`src/rtl/lc3_core_mc.sv`:
```
// lc3_core_mc: multi-cycle LC-3 subset core with separate instruction and
// data memory ports. Each instruction walks FETCH -> DECODE -> EXEC -> (MEM)
// -> WB. TRAP x25 parks the core in HALT until reset.
//
// Handshake (both memory ports): the core raises *_req together with the
// address (and store data / we) and holds all of them stable until it sees
// *_ready high on a rising clock edge; that edge completes the transfer (read
// data is sampled in the same cycle) and the core drops *_req on the
// following cycle. A ready that arrives while req is low is ignored.
//
// Assumes NREG >= 8 and AW <= DW (addresses are taken from the low AW bits
// of register values). dbg_state mirrors the FSM state for checkers.
module lc3_core_mc #(
  parameter int          DW       = 16,
  parameter int          AW       = 16,
  parameter int          NREG     = 8,
  parameter logic [15:0] RESET_PC = 16'h3000
) (
  input  logic          clk,
  input  logic          rst,
  output logic          imem_req,
  output logic [AW-1:0] imem_addr,
  input  logic          imem_ready,
  input  logic [15:0]   imem_rdata,
  output logic          dmem_req,
  output logic          dmem_we,
  output logic [AW-1:0] dmem_addr,
  output logic [DW-1:0] dmem_wdata,
  input  logic          dmem_ready,
  input  logic [DW-1:0] dmem_rdata,
  output logic [AW-1:0] pc,
  output logic          n,
  output logic          z,
  output logic          p,
  output logic          retire,
  output logic          halted,
  output logic [2:0]    dbg_state
);

  typedef enum logic [2:0] {
    S_FETCH  = 3'd0,
    S_DECODE = 3'd1,
    S_EXEC   = 3'd2,
    S_MEM    = 3'd3,
    S_WB     = 3'd4,
    S_HALT   = 3'd5
  } state_t;

  localparam int RIW = (NREG > 8) ? $clog2(NREG) : 3;

  localparam logic [3:0] OP_BR   = 4'b0000;
  localparam logic [3:0] OP_ADD  = 4'b0001;
  localparam logic [3:0] OP_LD   = 4'b0010;
  localparam logic [3:0] OP_ST   = 4'b0011;
  localparam logic [3:0] OP_AND  = 4'b0101;
  localparam logic [3:0] OP_LDR  = 4'b0110;
  localparam logic [3:0] OP_STR  = 4'b0111;
  localparam logic [3:0] OP_NOT  = 4'b1001;
  localparam logic [3:0] OP_JMP  = 4'b1100;
  localparam logic [3:0] OP_LEA  = 4'b1110;
  localparam logic [3:0] OP_TRAP = 4'b1111;

  state_t          state_q;
  logic [AW-1:0]   pc_q;
  logic [15:0]     ir_q;
  logic [DW-1:0]   regs_q [NREG];
  logic            n_q, z_q, p_q;
  logic [DW-1:0]   opa_q, opb_q, src_q, imm_q, alu_q, mdr_q;
  logic [AW-1:0]   ea_q;
  logic            take_q;
  logic            imem_req_q;
  logic            dmem_req_q, dmem_we_q;
  logic [AW-1:0]   dmem_addr_q;
  logic [DW-1:0]   dmem_wdata_q;
  logic            retire_q, halted_q;

  // Decode / execute / write-back values derived from the current IR.
  logic [3:0]      op;
  logic [DW-1:0]   sr1_val, sr2_val, dr_val;
  logic [DW-1:0]   imm5_x, off6_x, off9_x;
  logic [DW-1:0]   alu_d, wb_val_d;
  logic [AW-1:0]   ea_d;
  logic            take_d, is_mem_d, is_store_d, wb_en_d, flag_en_d, is_halt_d;

  assign op        = ir_q[15:12];
  assign sr1_val   = regs_q[RIW'(ir_q[8:6])];
  assign sr2_val   = regs_q[RIW'(ir_q[2:0])];
  assign dr_val    = regs_q[RIW'(ir_q[11:9])];
  assign imm5_x    = {{(DW-5){ir_q[4]}}, ir_q[4:0]};
  assign off6_x    = {{(DW-6){ir_q[5]}}, ir_q[5:0]};
  assign off9_x    = {{(DW-9){ir_q[8]}}, ir_q[8:0]};

  // Combinational ALU, effective address, branch decision and WB selection.
  always_comb begin
    alu_d      = '0;
    ea_d       = pc_q + imm_q[AW-1:0];
    take_d     = 1'b0;
    is_mem_d   = 1'b0;
    is_store_d = 1'b0;
    wb_en_d    = 1'b0;
    flag_en_d  = 1'b0;
    wb_val_d   = alu_q;
    is_halt_d  = (op == OP_TRAP) && (ir_q[7:0] == 8'h25);
    case (op)
      OP_ADD: begin
        alu_d     = opa_q + opb_q;
        wb_en_d   = 1'b1;
        flag_en_d = 1'b1;
      end
      OP_AND: begin
        alu_d     = opa_q & opb_q;
        wb_en_d   = 1'b1;
        flag_en_d = 1'b1;
      end
      OP_NOT: begin
        alu_d     = ~opa_q;
        wb_en_d   = 1'b1;
        flag_en_d = 1'b1;
      end
      OP_BR: begin
        take_d = |(ir_q[11:9] & {n_q, z_q, p_q});
      end
      OP_JMP: begin
        ea_d   = opa_q[AW-1:0];
        take_d = 1'b1;
      end
      OP_LD: begin
        is_mem_d  = 1'b1;
        wb_en_d   = 1'b1;
        flag_en_d = 1'b1;
        wb_val_d  = mdr_q;
      end
      OP_LDR: begin
        ea_d      = opa_q[AW-1:0] + imm_q[AW-1:0];
        is_mem_d  = 1'b1;
        wb_en_d   = 1'b1;
        flag_en_d = 1'b1;
        wb_val_d  = mdr_q;
      end
      OP_ST: begin
        is_mem_d   = 1'b1;
        is_store_d = 1'b1;
      end
      OP_STR: begin
        ea_d       = opa_q[AW-1:0] + imm_q[AW-1:0];
        is_mem_d   = 1'b1;
        is_store_d = 1'b1;
      end
      OP_LEA: begin
        wb_en_d  = 1'b1;
        wb_val_d = DW'(ea_q);
      end
      default: begin
        alu_d = '0;
      end
    endcase
  end

  // Main FSM: sequences the instruction phases and owns all architectural state.
  always_ff @(posedge clk) begin
    if (rst) begin
      state_q      <= S_FETCH;
      pc_q         <= AW'(RESET_PC);
      ir_q         <= '0;
      for (int i = 0; i < NREG; i++) regs_q[i] <= '0;
      n_q          <= 1'b0;
      z_q          <= 1'b1;
      p_q          <= 1'b0;
      opa_q        <= '0;
      opb_q        <= '0;
      src_q        <= '0;
      imm_q        <= '0;
      alu_q        <= '0;
      mdr_q        <= '0;
      ea_q         <= '0;
      take_q       <= 1'b0;
      imem_req_q   <= 1'b0;
      dmem_req_q   <= 1'b0;
      dmem_we_q    <= 1'b0;
      dmem_addr_q  <= '0;
      dmem_wdata_q <= '0;
      retire_q     <= 1'b0;
      halted_q     <= 1'b0;
    end else begin
      retire_q <= 1'b0;
      case (state_q)
        S_FETCH: begin
          // Coming out of reset the request is still low; raise it first.
          if (!imem_req_q) begin
            imem_req_q <= 1'b1;
          end else if (imem_ready) begin
            ir_q       <= imem_rdata;
            pc_q       <= pc_q + AW'(1);
            imem_req_q <= 1'b0;
            state_q    <= S_DECODE;
          end
        end
        S_DECODE: begin
          opa_q   <= sr1_val;
          opb_q   <= ir_q[5] ? imm5_x : sr2_val;
          src_q   <= dr_val;
          imm_q   <= ((op == OP_LDR) || (op == OP_STR)) ? off6_x : off9_x;
          state_q <= S_EXEC;
        end
        S_EXEC: begin
          alu_q  <= alu_d;
          ea_q   <= ea_d;
          take_q <= take_d;
          if (is_mem_d) begin
            dmem_req_q  <= 1'b1;
            dmem_we_q   <= is_store_d;
            dmem_addr_q <= ea_d;
            if (is_store_d) dmem_wdata_q <= src_q;
            state_q     <= S_MEM;
          end else begin
            retire_q <= 1'b1;
            state_q  <= S_WB;
          end
        end
        S_MEM: begin
          if (dmem_req_q && dmem_ready) begin
            mdr_q      <= dmem_rdata;
            dmem_req_q <= 1'b0;
            retire_q   <= 1'b1;
            state_q    <= S_WB;
          end
        end
        S_WB: begin
          if (wb_en_d) regs_q[RIW'(ir_q[11:9])] <= wb_val_d;
          if (flag_en_d) begin
            n_q <= wb_val_d[DW-1];
            z_q <= (wb_val_d == '0);
            p_q <= ~wb_val_d[DW-1] & (wb_val_d != '0);
          end
          if (take_q) pc_q <= ea_q;
          if (is_halt_d) begin
            halted_q <= 1'b1;
            state_q  <= S_HALT;
          end else begin
            imem_req_q <= 1'b1;
            state_q    <= S_FETCH;
          end
        end
        S_HALT: begin
          halted_q <= 1'b1;
        end
        default: begin
          state_q <= S_FETCH;
        end
      endcase
    end
  end

  assign imem_req   = imem_req_q;
  assign imem_addr  = pc_q;
  assign dmem_req   = dmem_req_q;
  assign dmem_we    = dmem_we_q;
  assign dmem_addr  = dmem_addr_q;
  assign dmem_wdata = dmem_wdata_q;
  assign pc         = pc_q;
  assign n          = n_q;
  assign z          = z_q;
  assign p          = p_q;
  assign retire     = retire_q;
  assign halted     = halted_q;
  assign dbg_state  = state_q;

endmodule

```
`config.mk`:
```
export PLATFORM = sky130hd
export DESIGN_NAME = lc3_core_mc
export DESIGN_NICKNAME = d
export VERILOG_FILES = /design/src/rtl/lc3_core_mc.sv
export SDC_FILE = /design/constraint.sdc
export NUM_CORES = 1
export LEC_CHECK = 0
export ABC_AREA = 1
export CORE_MARGIN = 2
export CORE_UTILIZATION = 43
export DETAILED_ROUTE_END_ITERATION = 16
export HOLD_SLACK_MARGIN = 0.15
export PLACE_DENSITY = 0.68
export SETUP_SLACK_MARGIN = 0.02
export SYNTH_ARGS = -nofsm -noshare
export SYNTH_HDL_FRONTEND = slang
export SYNTH_SLANG_ARGS = --single-unit
export TNS_END_PERCENT = 10
```
`constraint.sdc`:
```
create_clock -name clk -period 8 [get_ports clk]
set_input_delay 0.8 -clock clk [delete_from_list [all_inputs] [get_ports clk]]
set_output_delay 0.8 -clock clk [all_outputs]
set_load 0.02 [all_outputs]
```
Word-level counts from Yosys, hierarchy flattened
Memories as Yosys holds them, arrays and structs flattened. A register that Yosys moved wholly into a read port is not among the register bits.
Cells that the tools add are included.
Widths: inputs -> output; s select.
{"block": "totals", "reg_bits": 156, "ramBits": 128, "in_bits": 36, "output_inout_bits": 75, "wordCells": 124, "memories": 1}
{"block": "op_classes", "n_addsub": 4, "eq_ne": 23, "muxes": 43, "bitwise": 6, "reduce_logical": 28}
{"name": "regs_q", "depth": 8, "word_bits": 16, "read_ports": 3, "rd_ports_with_merged_regs": 3, "wr": 8, "line": "66", "rtl": "logic [DW-1:0] regs_q [NREG];"}
{"op": "$mux 16", "count": 6}
{"op": "$pmux 16 s2", "count": 3}
{"op": "$add 16x16->16", "count": 3}
{"op": "$pmux 16 s3", "count": 1}
{"op": "$mux 3", "count": 8}
{"op": "$mux 1", "count": 19}
{"op": "$pmux 3 s6", "count": 1}
{"op": "$add 16x1->16 const B", "count": 1}
{"op": "$and 16x16->16", "count": 1}
{"op": "$eq 4x4->1 const B", "count": 4}
{"op": "$logic_not 16->1", "count": 1}
{"op": "$not 16->16", "count": 1}
{"op": "$reduce_bool 16->1", "count": 1}
{"op": "$reduce_or 16->1", "count": 1}
{"op": "$ne 2x2->1 const B", "count": 7}
{"op": "$eq 4x3->1 const B", "count": 3}
{"op": "$pmux 1 s2", "count": 5}
{"op": "$reduce_and 2->1", "count": 5}
{"op": "$reduce_and 3->1", "count": 3}
{"op": "$eq 4x2->1 const B", "count": 2}
{"op": "$eq 8x6->1 const B", "count": 1}
{"op": "$reduce_and 4->1", "count": 2}
{"op": "$eq 3x2->1 const B", "count": 2}
{"op": "$eq 3x3->1 const B", "count": 2}
{"op": "other kinds (15)", "count": 21}

Depth between registers and ports, before layout
{"block": "depth", "ltp_word": 9, "ltp_mapped": 18, "depth_no_buf": 17}

Worst setup path after synthesis
OpenSTA, ideal clock, no wires.
{"block": "synth_path", "kind": "reg2reg", "start": "reg ir_q[15]", "end": "reg dmem_addr_q[5] (netlist: dmem_addr[5])", "setup_time_ps": 115, "t_arrival_ps": 2452, "setup_slack_ps": 5432, "stages_incl_launch_ff": 15, "n_path_buf": 1, "period_less_slack_ps": 2568, "path_cell_list": "dfxtp_1 inv_1 nand3_1 clkbuf_1 nand2_1 o21ai_0 ha_1 or2_2 nand3b_1 nand2_1 or2_2 nand3_1 o21ai_0 o21ai_0 inv_1"}
{"block": "synth_via", "elab_chain_len": 4, "elab_cells_between_ends": 10, "cone_classes": "eq/ne: 5; mux: 2; reduce/logical: 3"}
{"item": "from (decl)", "line": "65", "rtl": "logic [15:0] ir_q;"}
{"item": "from (signal assigned)", "line": "192", "rtl": "ir_q <= imem_rdata;"}
{"item": "$eq 4x3->1 or $eq 4x2->1 (tied branches)", "line": "104", "rtl": "case (op)"}
{"item": "$reduce_or 4->1 (no source line)"}
{"item": "$mux 1", "line": "104"}
{"item": "$reduce_and 2->1 (no source line)"}
{"item": "to (signal assigned)", "line": "180", "rtl": "dmem_addr_q <= '0;"}
{"item": "to (signal assigned)", "line": "212", "rtl": "dmem_addr_q <= ea_d;"}
{"item": "to (decl)", "line": "73", "rtl": "logic [AW-1:0] dmem_addr_q;"}
Several ways; a longest one is shown, not always the timed one.
A chain may end at the register's enable or synchronous reset.

Worst setup path after layout
Ends and elaborated chain as after synthesis.

==> results.json <==
{
  "outcome": "finished, final reports clean",
  "fin_ws_ns": 4.41,
  "cp_top_family": "simple AND/OR/NAND/NOR gates",
  "max-cap-violations": 0,
  "drc": 0,
  "cpPeakStageDelay_ns": 0.67,
  "grt_pass1_vias": 16100,
  "grt_use_total_pct": 29.7,
  "yosysWarnings": 0,
  "drtIter0Drc": 2391,
  "die_x_um": 206,
  "io_buffers": 110,
  "clk_pin_slew_ns": 0.06,
  "rsz0062_at_grt": "no",
  "grt_overflow": 0,
  "criticalPathCategory": "reg2reg",
  "skew_ns": 0.0292,
  "synth_top_area_cell": "edfxtp_1",
  "die-height_um": 206,
  "synth_flop_cell": "dfxtp_1",
  "diodes": 0,
  "leakage_nw": 7.90,
  "slowest_stage": "nand3_1",
  "post_cts_resized": 0,
  "netlist_top_cells_area": "edfxtp_1 (22%), dfxtp_1 (21%), nand2_1 (8.9%)",
  "worst_setup_path_end_kind": "register",
  "rows": 73,
  "postRouteAntennaNets": 0,
  "htree_levels": 2,
  "totalWireLength_um": 63100,
  "synth_edf_count": 128,
  "synth_most_common_cell": "nand2_1",
  "grt_antenna_before_repair": 1,
  "hp-class": "reg2reg",
  "place_hpwl_um": 44800,
  "critPathArrivalTime_ns": 4.03,
  "multi_input_area_um2": 8300,
  "setup_violations": 0,
  "synthCells": 2391,
  "crit_path_max_fanout": 25,
  "setup.worst_path.end": "dmem_addr[5]$_SDFFE_PP0P_",
  "seq_area_um2": 7530,
  "period_share_pct": 44.9,
  "synth_area_um2": 17500,
  "rr_startpoint": "ir_q[15]$_SDFFE_PP0P_",
  "reg2reg_depth": 13,
  "finalSetupTns_ns": 0,
  "insertion_delay_ns": 0.57,
  "crit_buf_inv": 3,
  "initial_core_util_pct": 43.8,
  "root_buffer": "clkbuf_16",
  "cts_buffers": 35,
  "core_area_um2": 39900,
  "num_vias": 17200,
  "regToRegSetupSlack_ns": 4.41,
  "ys_ff_latch": 312,
  "worstPathCellList": "inv_1 -> nand3_1 -> inv_1 -> o21ai_0 -> ha_1 -> nand2_1 -> nand3b_1 -> nand2_1 -> or2_2 -> nand3_1 -> o21ai_0 -> o21ai_0 -> inv_1",
  "grt_pass1_wl_um": 94800,
  "cts_buffer_depth": 3,
  "cts_sinks": 312,
  "layout-drive-gt1-share_pct": 5.40,
  "yosys-top-cells-count": "nand2_1 (415), nor2_1 (330), o21ai_0 (297), a21oi_1 (253), inv_1 (219)",
  "pin_count": 111,
  "crit_path_start": "ir_q[15]$_SDFFE_PP0P_",
  "final_hold_viol_count": 0,
  "ir_worst_vdd_v": 0.000224,
  "area_delta_synth_final_pct": 12.7,
  "dieArea_um2": 42300,
  "synth-seq-area-share_pct": 43.0,
  "cp_num_cells": 13,
  "r2r_end": "dmem_addr[5]$_SDFFE_PP0P_",
  "post_cts_buffers": 0,
  "routed_via_density": 5.84,
  "drv_slew": 0,
  "wire_per_inst_um": 21.4,
  "cts_tree": "built",
  "worstMarginPinSlew_ns": 1.06,
  "synth_top_cell_area_share_pct": 22.0,
  "final_cells": 2953,
  "synth_cell_types": 50,
  "min_period_ns": 3.59,
  "dp_cells": 2891,
  "slew_headroom_pct": 29.2,
  "startpoint_type": "register",
  "ys_async_sr_fraction_pct": 0,
  "fillers": 3913,
  "cts_hold_buf": 0,
  "first_pass_iters": 7,
  "nets": 2475,
  "required_ns": 8.44,
  "pre_cts_ws_ns": 4.47,
  "gp_congestion": 0.948,
  "max_freq_ghz": 0.278,
  "syn_area_per_cell_um2": 7.32,
  "syn_nets": 2463,
  "power_density_nw_per_um2": 285,
  "grt_max_degree": 111
}
[cells in the final DEF (no fill, tap or decap), types with 5 or more instances in the layout]
master           instances
dfxtp_1                180
inv_2                   18
or2_2                    5
buf_4                   19
a22o_1                   6
a31oi_1                  9
a211oi_1                 8
o211ai_1                41
clkinv_2                 6
inv_1                  218
ha_1                    34
edfxtp_1               128
nor2_4                   6
clkbuf_16               36
nand3b_1                 7
nor3_1                  13
nand2_4                 10
nand2_1                415
xor2_1                   8
nor2_1                 330
clkinv_1                11
nand4_1                  7
o22ai_1                 37
clkdlybuf4s50_1        109
o21ai_0                297
nand3_1                148
nor2_2                   5
a21oi_1                253
[worst min path at each step]
stage / to / cells after the start / slack [ns] / start
after detailed placement: src_q[0]$_SDFFE_PP0P_ / 2 / 0.46 / src_q[0]$_SDFFE_PP0P_
final: src_q[0]$_SDFFE_PP0P_ / 2 / 0.47 / src_q[0]$_SDFFE_PP0P_
after global placement: alu_q[9]$_SDFFE_PP0N_ / 2 / 0.46 / alu_q[9]$_SDFFE_PP0N_
after CTS: src_q[5]$_SDFFE_PP0P_ / 2 / 0.47 / src_q[5]$_SDFFE_PP0P_
after global routing: src_q[0]$_SDFFE_PP0P_ / 2 / 0.49 / src_q[0]$_SDFFE_PP0P_
after floorplan: mdr_q[15]$_SDFFE_PP0P_ / 2 / 0.43 / mdr_q[15]$_SDFFE_PP0P_
[cell families (layout without fill, tap and decap cells)]
| group | count (synthesis) | after routing | synth area share, % |
|---|---|---|---|
| flops | 312 | 312 | 43.0 |
| xor+xnor | 12 | 12 | 0.601 |
| fa+ha+maj | 36 | 36 | 2.66 |
| simple gates | 959 | 959 | 23.2 |
| buf+inv | 397 | 434 | 9.58 |
| compound gates | 675 | 675 | 20.9 |
[power by group]
part | total [mW] | switching [mW] | internal [mW]
Combinational | 1.95 | 1.35 | 0.592
Clock | 1.56 | 0.686 | 0.875
Sequential | 2.12 | 0.257 | 1.86
Total | 5.63 | 2.30 | 3.33
[metrics by stage]
stage	hold WS, ns	power [mW]	util (%)	cell area (um2)
after floorplan	0.430	3.33	-	17500
after global placement	0.460	4.01	46.7	18600
after detailed placement	0.460	4.03	46.7	18600
after CTS	0.470	5.59	49.4	19700
after global routing	0.489	5.90	49.4	19700
final	0.466	5.63	49.4	19700
[state kept, by name, indices dropped and copies added, names as in the netlist, 3 cells and up, named ones only]
| register | count |
|---|---|
| dbg_state | 3 |
| ea_q | 16 |
| dmem_wdata | 16 |
| mdr_q | 16 |
| src_q | 16 |
| opb_q | 16 |
| alu_q | 16 |
| opa_q | 16 |
| imem_addr | 16 |
| regs_q | 128 |
| imm_q | 9 |
| ir_q | 16 |
| dmem_addr | 16 |
[area by class of cell]
cell class                 instances  share of cell area [%]
clock buffer                      43                    4.76
clock inverter                    19                   0.742
inverter                         243                    4.62
multi-input combinational       1682                    42.1
sequential                       312                    38.2
tap                              525                    3.33
timing repair buffer             129                    6.28
[worst min-delay path, cell delays in order (launching register included)]
cell	delay, ns
dfxtp_1	0.31
nand2_1	0.06
a21oi_1	0.05
[metal layers]
layer | GRT usage, % | share of wire, % | up-vias | routed length [um]
li1 | - | - | 8039 | -
met1 | 38.5 | 39 | 7987 | 24900
met2 | 47.7 | 45 | 1008 | 28700
met3 | 4.96 | 9.9 | 204 | 6250
met4 | 14.8 | 5.1 | 2 | 3240
met5 | 0 | 0.019 | - | 12
No activity file was read; power rests on OpenSTA's default activity.
